[config.mk]
export PLATFORM = sky130hd
export DESIGN_NAME = wb_arbiter_2to1
export DESIGN_NICKNAME = d
export VERILOG_FILES = /design/src/rtl/wb_arbiter_2to1.sv
export SDC_FILE = /design/constraint.sdc
export NUM_CORES = 1
export LEC_CHECK = 0
export CORE_AREA = 10 10 115 117
export DETAILED_ROUTE_END_ITERATION = 8
export DIE_AREA = 0 0 125 127
export GPL_TIMING_DRIVEN = 0
export HOLD_SLACK_MARGIN = 0.1
export PLACE_DENSITY_LB_ADDON = 0.25
export SETUP_SLACK_MARGIN = 0.2
export SLEW_MARGIN = 20
export SYNTH_ARGS = -nofsm -noshare
export SYNTH_HDL_FRONTEND = slang
export SYNTH_SLANG_ARGS = --single-unit
[constraint.sdc]
create_clock -name clk -period 1.3 [get_ports clk]
set_input_delay 0.26 -clock clk [delete_from_list [all_inputs] [get_ports clk]]
set_output_delay 0.26 -clock clk [all_outputs]
set_load 0.01 [all_outputs]
[src/rtl/wb_arbiter_2to1.sv]
// wb_arbiter_2to1: round-robin 2-master Wishbone arbiter with per-cycle grant lock and ack watchdog.
// Ports: clk, reset (async active-low); m0_* instruction-fetch master, m1_* data master
// (cyc/stb/we/adr/dat/sel in, dat/ack/err out); s_* shared slave (cyc/stb/we/adr/dat/sel out, dat/ack in).
module wb_arbiter_2to1 #(
  parameter int ADDR_WIDTH = 32,
  parameter int DATA_WIDTH = 32,
  parameter int TIMEOUT    = 255
) (
  input  logic                    clk,
  input  logic                    reset,
  input  logic                    m0_cyc_i,
  input  logic                    m0_stb_i,
  input  logic                    m0_we_i,
  input  logic [ADDR_WIDTH-1:0]   m0_adr_i,
  input  logic [DATA_WIDTH-1:0]   m0_dat_i,
  input  logic [DATA_WIDTH/8-1:0] m0_sel_i,
  output logic [DATA_WIDTH-1:0]   m0_dat_o,
  output logic                    m0_ack_o,
  output logic                    m0_err_o,
  input  logic                    m1_cyc_i,
  input  logic                    m1_stb_i,
  input  logic                    m1_we_i,
  input  logic [ADDR_WIDTH-1:0]   m1_adr_i,
  input  logic [DATA_WIDTH-1:0]   m1_dat_i,
  input  logic [DATA_WIDTH/8-1:0] m1_sel_i,
  output logic [DATA_WIDTH-1:0]   m1_dat_o,
  output logic                    m1_ack_o,
  output logic                    m1_err_o,
  output logic                    s_cyc_o,
  output logic                    s_stb_o,
  output logic                    s_we_o,
  output logic [ADDR_WIDTH-1:0]   s_adr_o,
  output logic [DATA_WIDTH-1:0]   s_dat_o,
  output logic [DATA_WIDTH/8-1:0] s_sel_o,
  input  logic [DATA_WIDTH-1:0]   s_dat_i,
  input  logic                    s_ack_i
);
  localparam int WW = $clog2(TIMEOUT + 1);
  typedef enum logic [1:0] {IDLE, GNT0, GNT1} state_t;
  state_t state, state_nxt;
  logic last_grant, err_pend, g0, g1, stall, tmo;
  logic [WW-1:0] wd_cnt;
  assign g0    = state == GNT0;
  assign g1    = state == GNT1;
  assign stall = s_stb_o & ~s_ack_i;
  // an ack in the final watchdog cycle clears stall, so ack beats the timeout
  assign tmo   = stall & (wd_cnt == WW'(TIMEOUT - 1));
  always_ff @(posedge clk or negedge reset) begin
    if (!reset) begin
      state      <= IDLE;
      last_grant <= 1'b1;
      wd_cnt     <= '0;
      err_pend   <= 1'b0;
    end else begin
      state    <= state_nxt;
      err_pend <= tmo;
      wd_cnt   <= (stall && !tmo) ? wd_cnt + 1'b1 : '0;
      if (state == IDLE && state_nxt != IDLE) last_grant <= state_nxt == GNT1;
    end
  end
  // a grant is only issued from IDLE, which forces one idle cycle between owners
  always_comb begin
    state_nxt = state;
    if (state == IDLE)
      state_nxt = (m0_cyc_i && (!m1_cyc_i || last_grant)) ? GNT0 : m1_cyc_i ? GNT1 : IDLE;
    else if (tmo || !(g0 ? m0_cyc_i : m1_cyc_i))
      state_nxt = IDLE;
  end
  // err_pend is only ever set while in IDLE, where last_grant still names the timed-out master
  always_comb begin
    s_cyc_o  = g0 ? m0_cyc_i : g1 ? m1_cyc_i : 1'b0;
    s_stb_o  = g0 ? m0_stb_i : g1 ? m1_stb_i : 1'b0;
    s_we_o   = g0 ? m0_we_i  : g1 ? m1_we_i  : 1'b0;
    s_adr_o  = g0 ? m0_adr_i : g1 ? m1_adr_i : '0;
    s_dat_o  = g0 ? m0_dat_i : g1 ? m1_dat_i : '0;
    s_sel_o  = g0 ? m0_sel_i : g1 ? m1_sel_i : '0;
    m0_dat_o = s_dat_i;
    m1_dat_o = s_dat_i;
    m0_ack_o = g0 & s_ack_i;
    m1_ack_o = g1 & s_ack_i;
    m0_err_o = err_pend & ~last_grant;
    m1_err_o = err_pend & last_grant;
  end
endmodule

==> results.ini, run 1 <==
[timing]
fin_crit_sh_pct = 141.3
slew_viol_final = 0
finClkSkew_ns = 0.001708
grt_setup_unrepaired = true
tightest_slew_ns = 0.5471
timing.fmax_mhz = 544.3
timing.final.ws_setup_ns = -0.5373
setup_viol = 84
hold_viol = 0
slew_headroom_pct = 63.42
finalCriticalPeriod_ns = 1.837

[run]
drv_cap = 0

[worst_setup_path]
reg2reg_depth = 5
required_ns = 1.04
crit_slowest_cell = dfrtp_2
slowest_delay_ns = 0.43
cp-start-kind = flip-flop
r2r_setup_slack_ns = -0.14
end_kind = output port
critical_path_class = reg -> out
crit_family = buffers and inverters
path_max_fanout = 10
cp_cell_sequence = nor2b_2, buf_6, buf_4, buf_6, a22o_1, buf_6
timing.critical_path.depth = 6
arrival_ns = 1.58
cp_num_buf_inv = 4
crit_top_cell = buf_6

[drt]
vias = 2849
drt-wirelength-per-cell_um = 21.49
first_pass_iters = 4
vias_per_cell = 4.252
drt-total-wl_mm = 14.40
drtIter0Drc = 103
drc_errors = 0
ant_nets = 0

[synthesis]
synth_area_leaders = a22o_1, buf_4, dfrtp_1
ys_warn_count = 0
synth_common_cells = a22o_1, buf_4, buf_2
yosysUniqueCellTypes = 34
yosysSeqAreaShare_pct = 16.55
syn-mean-instance-area_um2 = 8.434
synth.cell_area_um2 = 1822
yosysMostFrequentCell = a22o_1
synthArstFlopShare_pct = 100.0
synth-main-ff-cell = dfrtp_1
yosys_register_bits = 12
synth_area_leader_cell = a22o_1
synth_fp_nets = 395
netlist_instances = 216
synth.top_cell.area_share_pct = 33.65
synth-edff-count = 0

[global_route]
grtUsageMet3_pct = 4.797
grt_first_pass_wirelength_mm = 20.50
grt_max_degree = 13
grt_pass1_vias = 2939
globalRouteMet2Util_pct = 30.95
grt_usage_pct = 16.25
grt_overflow = 0
antenna_found_initial = 1
grtUsageMet1_pct = 17.87
grt_busiest_layer = met2

[clocking]
cts.sinks = 12
holdBufCountCts = 0
cts.path.max_buffers = 2
h-tree-depth = 1
clk_latency_ns = 0.24
cts_tree = yes
path_clk_slew_ns = 0.04
cts_made_buffers = 3
cts_root_buf = clkbuf_16

[floorplanning]
dieArea_um2 = 15880
die_y_um = 127
placeableCoreArea_um2 = 11130
row_count = 39
boundaryPins = 316
die_x_um = 125
start_util_pct = 16.37

[placed_design]
post-dp-hpwl_mm = 12.36
place_area_um2 = 4896
gp_congestion = 0.8645
port_buffers = 283

[status]
status = finished with violations
violations = setup timing

[layout]
final_area_um2 = 5112
nets = 706
fin_util_pct = 45.95
area_growth_pct = 180.6
drive_gt1_share_pct = 39.54

[power]
leakage_nw = 2.424
ir_drop_uv = 806.5
power_density_nw_per_um2 = 1428

[hold_path]
holdCritPathClass = in -> async

## worst register-to-register path, delay by kind of cell (launching register included)
family / cells / cell delay (ns)
DFF: 1 / 0.43
AOI/OAI and AO/OA: 2 / 0.42
and+or+nand+nor: 1 / 0.17
buffers and inverters: 2 / 0.29
## area by class of cell
class | count | area, µm²
Multi-Input combinational cell | 123 | 1071
Antenna cell | 1 | 2.502
Sequential cell | 12 | 304.0
Inverter | 1 | 3.754
Fill cell | 1119 | 6013
Tap cell | 143 | 178.9
Timing Repair Buffer | 306 | 2780
Clock buffer | 4 | 78.83
Buffer | 80 | 693.2
## logic make-up after synthesis
kind of cell	synth area share, %
flip-flops	16.55
AND/OR/NAND/NOR	10.85
XOR/XNOR	0.9617
buffers and inverters	30.77
adder cells (fa/ha/maj)	1.373
multiplexers	0.6181
AO/OA/AOI/OAI	38.87
## layout by cell type (no fill, tap or decap), types with 2 or more instances in the layout
master / instances
a211oi_2: 2
a22o_1: 69
and2_1: 2
and2_4: 2
buf_2: 44
buf_4: 81
buf_6: 44
buf_8: 6
clkbuf_16: 4
clkdlybuf4s50_1: 144
dfrtp_1: 9
dfrtp_2: 2
dlygate4sd2_1: 64
nand2_1: 6
nand3_1: 2
nand3b_1: 2
nor2_1: 2
nor2b_2: 2
nor3_2: 3
nor3_4: 2
o21ai_0: 2
o22ai_1: 2
## path summary, 6_finish.rpt
check / to / startpoint
min reg2reg: wd_cnt[0] / wd_cnt[0]
max: s_adr_o[27] / state[1]
min in group clk: wd_cnt[0] / wd_cnt[0]
min: wd_cnt[1] / reset
max in group asynchronous: state[1] / reset
max reg2reg: state[1] / state[1]
## layer usage
metal,part of all wire (%),vias up
li1,-,1376
met1,37,1328
met2,55,139
met3,7.5,6
met4,0.59,0
met5,0,-
## per-stage QoR
stage / setup TNS [ns] / cells / power (mW) / setup slack, ns / hold WS (ns)
5_1_grt: -39.46 / 670 / 7.712 / -0.5718 / 0.4317
6_report: -36.02 / 670 / 7.303 / -0.5373 / 0.3792
3_3_place_gp: -57.48 / 642 / 6.274 / -0.9070 / 0.5044
4_1_cts: -36.69 / 665 / 6.930 / -0.5484 / 0.3986
3_5_place_dp: -61.32 / 642 / 6.297 / -0.9412 / 0.5170
2_1_floorplan: -2.649 / 216 / 3.053 / -0.03982 / -0.03559
## flip-flops by register name, summed over array words and instances (netlist names)
signal      cells
last_grant      1
state           2
wd_cnt          8
err_pend        1
## power breakdown
part | total, mW | internal [mW] | switching (mW)
registers | 0.513 | 0.447 | 0.0666
clock network | 0.574 | 0.413 | 0.161
logic | 6.22 | 3.52 | 2.70
## repair_timing
item,4_1_cts,5_1_grt
resized for setup,421,38
pin swaps,11,8
buffers inserted,17,4
gates cloned,2,0
setup endpoints to repair,151,87
(Power assumes the default switching activity.)
==> inputs of run 2 (changes only) <==
Settings changed: CORE_AREA 10 10 115 117 to 10 10 114 116, DIE_AREA 0 0 125 127 to 0 0 124 126, SETUP_SLACK_MARGIN 0.2 to 0.02.
Clock period 1.3 ns to 2 ns, I/O delays scaled along.
==> run 2 against run 1 <==
The flow now finishes without violations. Flip-flop and latch count is the same. Power shrank 42%. Sequential share of layout area grew 0.30 points. Cell count shrank 3.1%. Cell area shrank 4.9%. Clock power shrank 54%. Clock skew shrank 0.0013 ns. Critical endpoint is now s_dat_o[2].
==> results.ini, run 2 (synthesis gave the netlist of run 1 again) <==
[drt]
first_pass_iters = 4  ; unchanged
vias = 2789  ; was 2849
drt-wirelength-per-cell_um = 21.63  ; was 21.49 µm
vias_per_cell = 4.297  ; was 4.252
ant_nets = 0  ; unchanged
drt-total-wl_mm = 14.04  ; was 14.40 mm
drc_errors = 0  ; unchanged
drtIter0Drc = 129  ; was 103

[layout]
final_area_um2 = 4863  ; was 5112 µm²
nets = 689  ; was 706
reg_top3 = wd_cnt: 8 flops, state: 2 flops  ; unchanged
top_register = wd_cnt  ; unchanged
fillers = 1066  ; was 1119
drive_gt1_share_pct = 33.01  ; was 39.54%
area_growth_pct = 167.0  ; was 180.6%
fin_util_pct = 45.46  ; was 45.95%
final_cell_mix = clkdlybuf4s50_1, buf_4, a22o_1, buf_2, clkbuf_2  ; was clkdlybuf4s50_1, buf_4, a22o_1, dlygate4sd2_1
layout_commonest_cell = clkdlybuf4s50_1  ; unchanged
largest_reg_flops = 8  ; unchanged
antenna_cells = 0  ; was 1

[clocking]
cts.path.max_buffers = 2  ; unchanged
clk_latency_ns = 0.24  ; about the same
cts.sinks = 12  ; unchanged
cts_root_buf = clkbuf_8  ; was clkbuf_16
cts_made_buffers = 3  ; unchanged
h-tree-depth = 1  ; unchanged
holdBufCountCts = 0  ; unchanged
cts_tree = yes  ; unchanged
path_clk_slew_ns = 0.05  ; was 0.04 ns

[placed_design]
port_buffers = 283  ; unchanged
post-dp-hpwl_mm = 12.43  ; was 12.36 mm
place_area_um2 = 4830  ; was 4896 µm²
post-place-ws_ns = -0.4627  ; was -0.9412 ns
gp_congestion = 0.8451  ; was 0.8645

[global_route]
grt_max_degree = 13  ; unchanged
grt_first_pass_wirelength_mm = 18.91  ; was 20.50 mm
grt_pass1_vias = 2828  ; was 2939
antenna_found_initial = 1  ; unchanged
grt_usage_pct = 15.89  ; was 16.25%
grt_overflow = 0  ; unchanged

[power]
p_total_mw = 4.249  ; was 7.303 mW
pwr-share-clk_pct = 6.3  ; was 7.9%
leakage_nw = 2.189  ; was 2.424 nW
p_int_mw = 2.454  ; was 4.377 mW
switchingPower_mw = 1.795  ; was 2.925 mW
switching_share_pct = 42.25  ; was 40.06%
seq_power_share_pct = 8.0  ; was 7.0%
power_density_nw_per_um2 = 873.6  ; was 1428 nW/µm²
ir_drop_uv = 525.6  ; was 806.5 µV
p_comb_share_pct = 85.8  ; was 85.1%

[worst_setup_path]
arrival_ns = 1.55  ; was 1.58 ns
critical_path_class = reg -> out  ; unchanged
path_max_fanout = 10  ; unchanged
r2r_setup_slack_ns = 0.50  ; was -0.14 ns
end_kind = output port  ; unchanged
cp-start-kind = flip-flop  ; unchanged
required_ns = 1.60  ; was 1.04 ns

[timing]
finalCriticalPeriod_ns = 1.948
slew_headroom_pct = 64.04  ; was 63.42%
grt_setup_unrepaired = true  ; unchanged
timing.final.ws_setup_ns = 0.05183  ; was -0.5373 ns
fin_crit_sh_pct = 97.41
tightest_slew_ns = 0.5378  ; was 0.5471 ns
slew_viol_final = 0  ; unchanged
hold_viol = 0  ; unchanged
fin_tns_setup_ns = 0  ; was -36.02 ns
timing.fmax_mhz = 513.3
setup_viol = 0  ; was 84
finClkSkew_ns = 0.0004113  ; was 0.001708 ns

[status]
status = finished, final reports clean  ; was finished with violations

[floorplanning]
die_x_um = 124  ; was 125 µm
dieArea_um2 = 15620  ; was 15880 µm²
start_util_pct = 17.03  ; was 16.37%
row_count = 38  ; was 39
die_y_um = 126  ; was 127 µm
placeableCoreArea_um2 = 10700  ; was 11130 µm²
boundaryPins = 316  ; unchanged

[run]
drv_cap = 0  ; unchanged

[hold_path]
holdCritPathClass = in -> async  ; unchanged

run 2: path summary, 6_finish.rpt:
kind,cells past startpoint,startpoint,to
setup / recovery,5,state[0],s_dat_o[2]
hold / removal,1,reset,wd_cnt[6]
setup reg to reg,4,state[0],state[1]
hold reg to reg,1,wd_cnt[0],wd_cnt[0]
max in group asynchronous,1,reset,state[0]
min in group clk,1,wd_cnt[0],wd_cnt[0]
run 2: stage by stage:
stage	hold slack, ns	instances
3_3_place_gp	0.5083	639
5_1_grt	0.5412	649
4_1_cts	0.5274	651
2_1_floorplan	0.1044	216
6_report	0.5095	649
3_5_place_dp	0.5201	639
run 2: what timing repair did:
item / in CTS / in global routing
gates resized for setup: 287 / 33
cloned: 2 / 0
setup endpoints to repair: 73 / 54
buffers inserted: 6 / 3
pin swaps: 10 / 3
run 2: power by group through the flow:
stage          Clock (mW)  Combinational, mW  Sequential, mW
2_1_floorplan           0               1.58           0.329
3_3_place_gp            0               3.66           0.344
3_5_place_dp            0               3.68           0.347
4_1_cts             0.270               3.81           0.332
5_1_grt             0.287               3.88           0.344
6_report            0.266               3.64           0.339
run 2: layer usage:
metal  wire length [µm]  global-route usage (%)  vias to the layer above  share of wire (%)
met1               4586                   15.21                     1300                 33
met3               1510                   5.585                        7                 11
met5                 13                       0                        -              0.093
met4                 59                   1.558                        2               0.42
li1                   -                       -                     1337                  -
met2               7870                   31.99                      143                 56
run 2: area by class of cell:
cell class / count / area [µm²] / area share [%]
Timing Repair Buffer: 293 / 2706 / 55.65
Clock buffer: 4 / 55.05 / 1.132
Tap cell: 140 / 175.2 / 3.602
Multi-Input combinational cell: 123 / 983.4 / 20.22
Buffer: 76 / 635.6 / 13.07
Sequential cell: 12 / 304.0 / 6.252
Inverter: 1 / 3.754 / 0.07718
run 2: worst max-delay path: stages (launching register included):
cell and delay (ns):
dfrtp_2 0.43, nor2b_4 0.15, buf_12 0.13, buf_6 0.13, a22o_1 0.23, clkdlybuf4s15_2 0.23
==> inputs of run 3 (changes only) <==
Settings changed: MAX_ROUTING_LAYER set to met4.
==> run 3 against run 2 <==
Core utilization barely moved. Setup slack barely moved. Worst hold slack barely moved. First-iteration DRC count unchanged. Critical path depth did not move. Clock power about the same. Clock skew about the same. Wire length fell by 0.11%. Sequential share of layout area hardly changed. Critical endpoint unchanged. Highest routed layer is now met4.
==> results.ini, run 3 (synthesis gave the netlist of run 1 again) <==
[status]
status = finished, final reports clean  ; unchanged

[power]
ir_drop_uv = 525.8  ; was 525.6 µV
power_density_nw_per_um2 = 873.2  ; was 873.6 nW/µm²
p_total_mw = 4.245  ; was 4.249 mW
leakage_nw = 2.189  ; about the same

[clocking]
h-tree-depth = 1  ; unchanged
cts_tree = yes  ; unchanged
cts_made_buffers = 3  ; unchanged
cts_root_buf = clkbuf_8  ; unchanged
cts.sinks = 12  ; unchanged
clk_latency_ns = 0.24  ; about the same
cts.path.max_buffers = 2  ; unchanged
path_clk_slew_ns = 0.05  ; about the same

[timing]
hold_viol = 0  ; unchanged
tightest_slew_ns = 0.5383  ; was 0.5378 ns
setup_viol = 0  ; unchanged
fin_crit_sh_pct = 97.41  ; about the same
slew_viol_final = 0  ; unchanged
fin_tns_setup_ns = 0  ; unchanged
holdWs_ns = 0.5097  ; was 0.5095 ns
finClkSkew_ns = 0.0006293  ; was 0.0004113 ns
grt_setup_unrepaired = true  ; unchanged
finalCriticalPeriod_ns = 1.948  ; about the same
slew_headroom_pct = 64.00  ; was 64.04%
timing.fmax_mhz = 513.3  ; about the same

[worst_setup_path]
slowest_delay_ns = 0.43  ; about the same
crit_slowest_cell = dfrtp_2  ; unchanged
arrival_ns = 1.55  ; about the same
cp-start-kind = flip-flop  ; unchanged
required_ns = 1.60  ; about the same
critical_path_class = reg -> out  ; unchanged
end_kind = output port  ; unchanged
path_max_fanout = 10  ; unchanged
cp_cell_sequence = nor2b_4, buf_12, buf_6, a22o_1, clkdlybuf4s15_2  ; unchanged

[placed_design]
post-dp-hpwl_mm = 12.43  ; unchanged
dp_cells = 639  ; unchanged
gp_congestion = 0.8583  ; was 0.8451
port_buffers = 283  ; unchanged

[drt]
drtIter0Drc = 129  ; unchanged
drt-total-wl_mm = 14.02  ; was 14.04 mm
met1_length_mm = 4.765  ; was 4.586 mm
drt-wirelength-per-cell_um = 21.58  ; was 21.63 µm
ant_nets = 0  ; unchanged
drc_errors = 0  ; unchanged
wl_met3_mm = 1.331  ; was 1.510 mm
dr_wl_met2_mm = 7.849  ; was 7.870 mm
vias_per_cell = 4.337  ; was 4.297
dr.max_layer_used = met4  ; was met5
vias = 2819  ; was 2789
first_pass_iters = 4  ; unchanged

[run]
drv_cap = 0  ; unchanged

[layout]
top_register = wd_cnt  ; unchanged
final_cell_mix = clkdlybuf4s50_1, buf_4, a22o_1, buf_2, clkbuf_2  ; unchanged
multi_input_area_um2 = 983.4  ; unchanged
fin_cells = 650  ; was 649
area_growth_pct = 166.8  ; was 167.0%
area.sequential_um2 = 304.0  ; unchanged
fillers = 1067  ; was 1066
fin_util_pct = 45.44  ; was 45.46%
nets = 689  ; unchanged
layout_commonest_cell = clkdlybuf4s50_1  ; unchanged
largest_reg_flops = 8  ; unchanged
drive_gt1_share_pct = 33.20  ; was 33.01%
reg_top3 = wd_cnt: 8 flops, state: 2 flops  ; unchanged

[floorplanning]
die_x_um = 124  ; unchanged
dieArea_um2 = 15620  ; unchanged
boundaryPins = 316  ; unchanged
placeableCoreArea_um2 = 10700  ; unchanged
die_y_um = 126  ; unchanged
row_count = 38  ; unchanged
start_util_pct = 17.03  ; unchanged

[global_route]
grt_max_degree = 13  ; unchanged
grt_first_pass_wirelength_mm = 18.93  ; was 18.91 mm
grt_usage_pct = 16.36  ; was 15.89%
grt_pass1_vias = 2817  ; was 2828
grt_overflow = 0  ; unchanged
antenna_found_initial = 1  ; unchanged

[hold_path]
holdCritPathClass = in -> async  ; unchanged

run 3: report_power, final:
part	internal, mW	switching (mW)	leakage (nW)
clock network	0.174	0.0915	0.0288
logic	1.99	1.65	2.00
registers	0.290	0.0491	0.159
total	2.45	1.80	2.19
run 3: final timing paths:
path,cells past startpoint,slack (ns),start,to
min in group clk,1,0.53,wd_cnt[0],wd_cnt[0]
max,5,0.05,state[0],s_dat_o[2]
max reg2reg,4,0.50,state[0],state[1]
min reg2reg,1,0.53,wd_cnt[0],wd_cnt[0]
min,1,0.51,reset,wd_cnt[6]
max in group asynchronous,1,1.10,reset,state[0]
run 3: metal layers:
metal  vias to the layer above  global-route usage (%)
met2                       157                   31.87
met1                      1314                   16.04
met4                         0                   1.558
met5                         -                       -
li1                       1339                       -
met3                         9                   4.424
run 3: worst max-delay path: cells and delay by family (launching register included):
| kind | cells | cell delay [ns] |
|---|---|---|
| AND/OR/NAND/NOR | 1 | 0.15 |
| buffers and inverters | 3 | 0.49 |
| flip-flops | 1 | 0.43 |
| AO/OA/AOI/OAI | 1 | 0.23 |
run 3: repair_timing:
action / CTS / global route
resized for setup: 287 / 34
setup endpoints to repair: 73 / 55
buffers inserted: 6 / 3
cloned: 2 / 0
pin swaps: 10 / 3
hold buffers: 0 / 0
run 3: layout make-up:
cell class              instances  area share, %
repair buffers                293          55.57
multi-input cells             123          20.23
plain buffers                  76          13.08
flip-flops and latches         12          6.255
well taps                     140          3.604
clock buffers                   4          1.133
inverters                       1        0.07722
diodes                          1        0.05148
run 3: per-stage QoR:
stage / cell area, µm² / setup slack, ns
2_1_floorplan: 1822 / 0.4286
3_3_place_gp: 4830 / -0.4338
3_5_place_dp: 4830 / -0.4627
4_1_cts: 4991 / -0.06726
5_1_grt: 4861 / 0.01591
6_report: 4861 / 0.05176
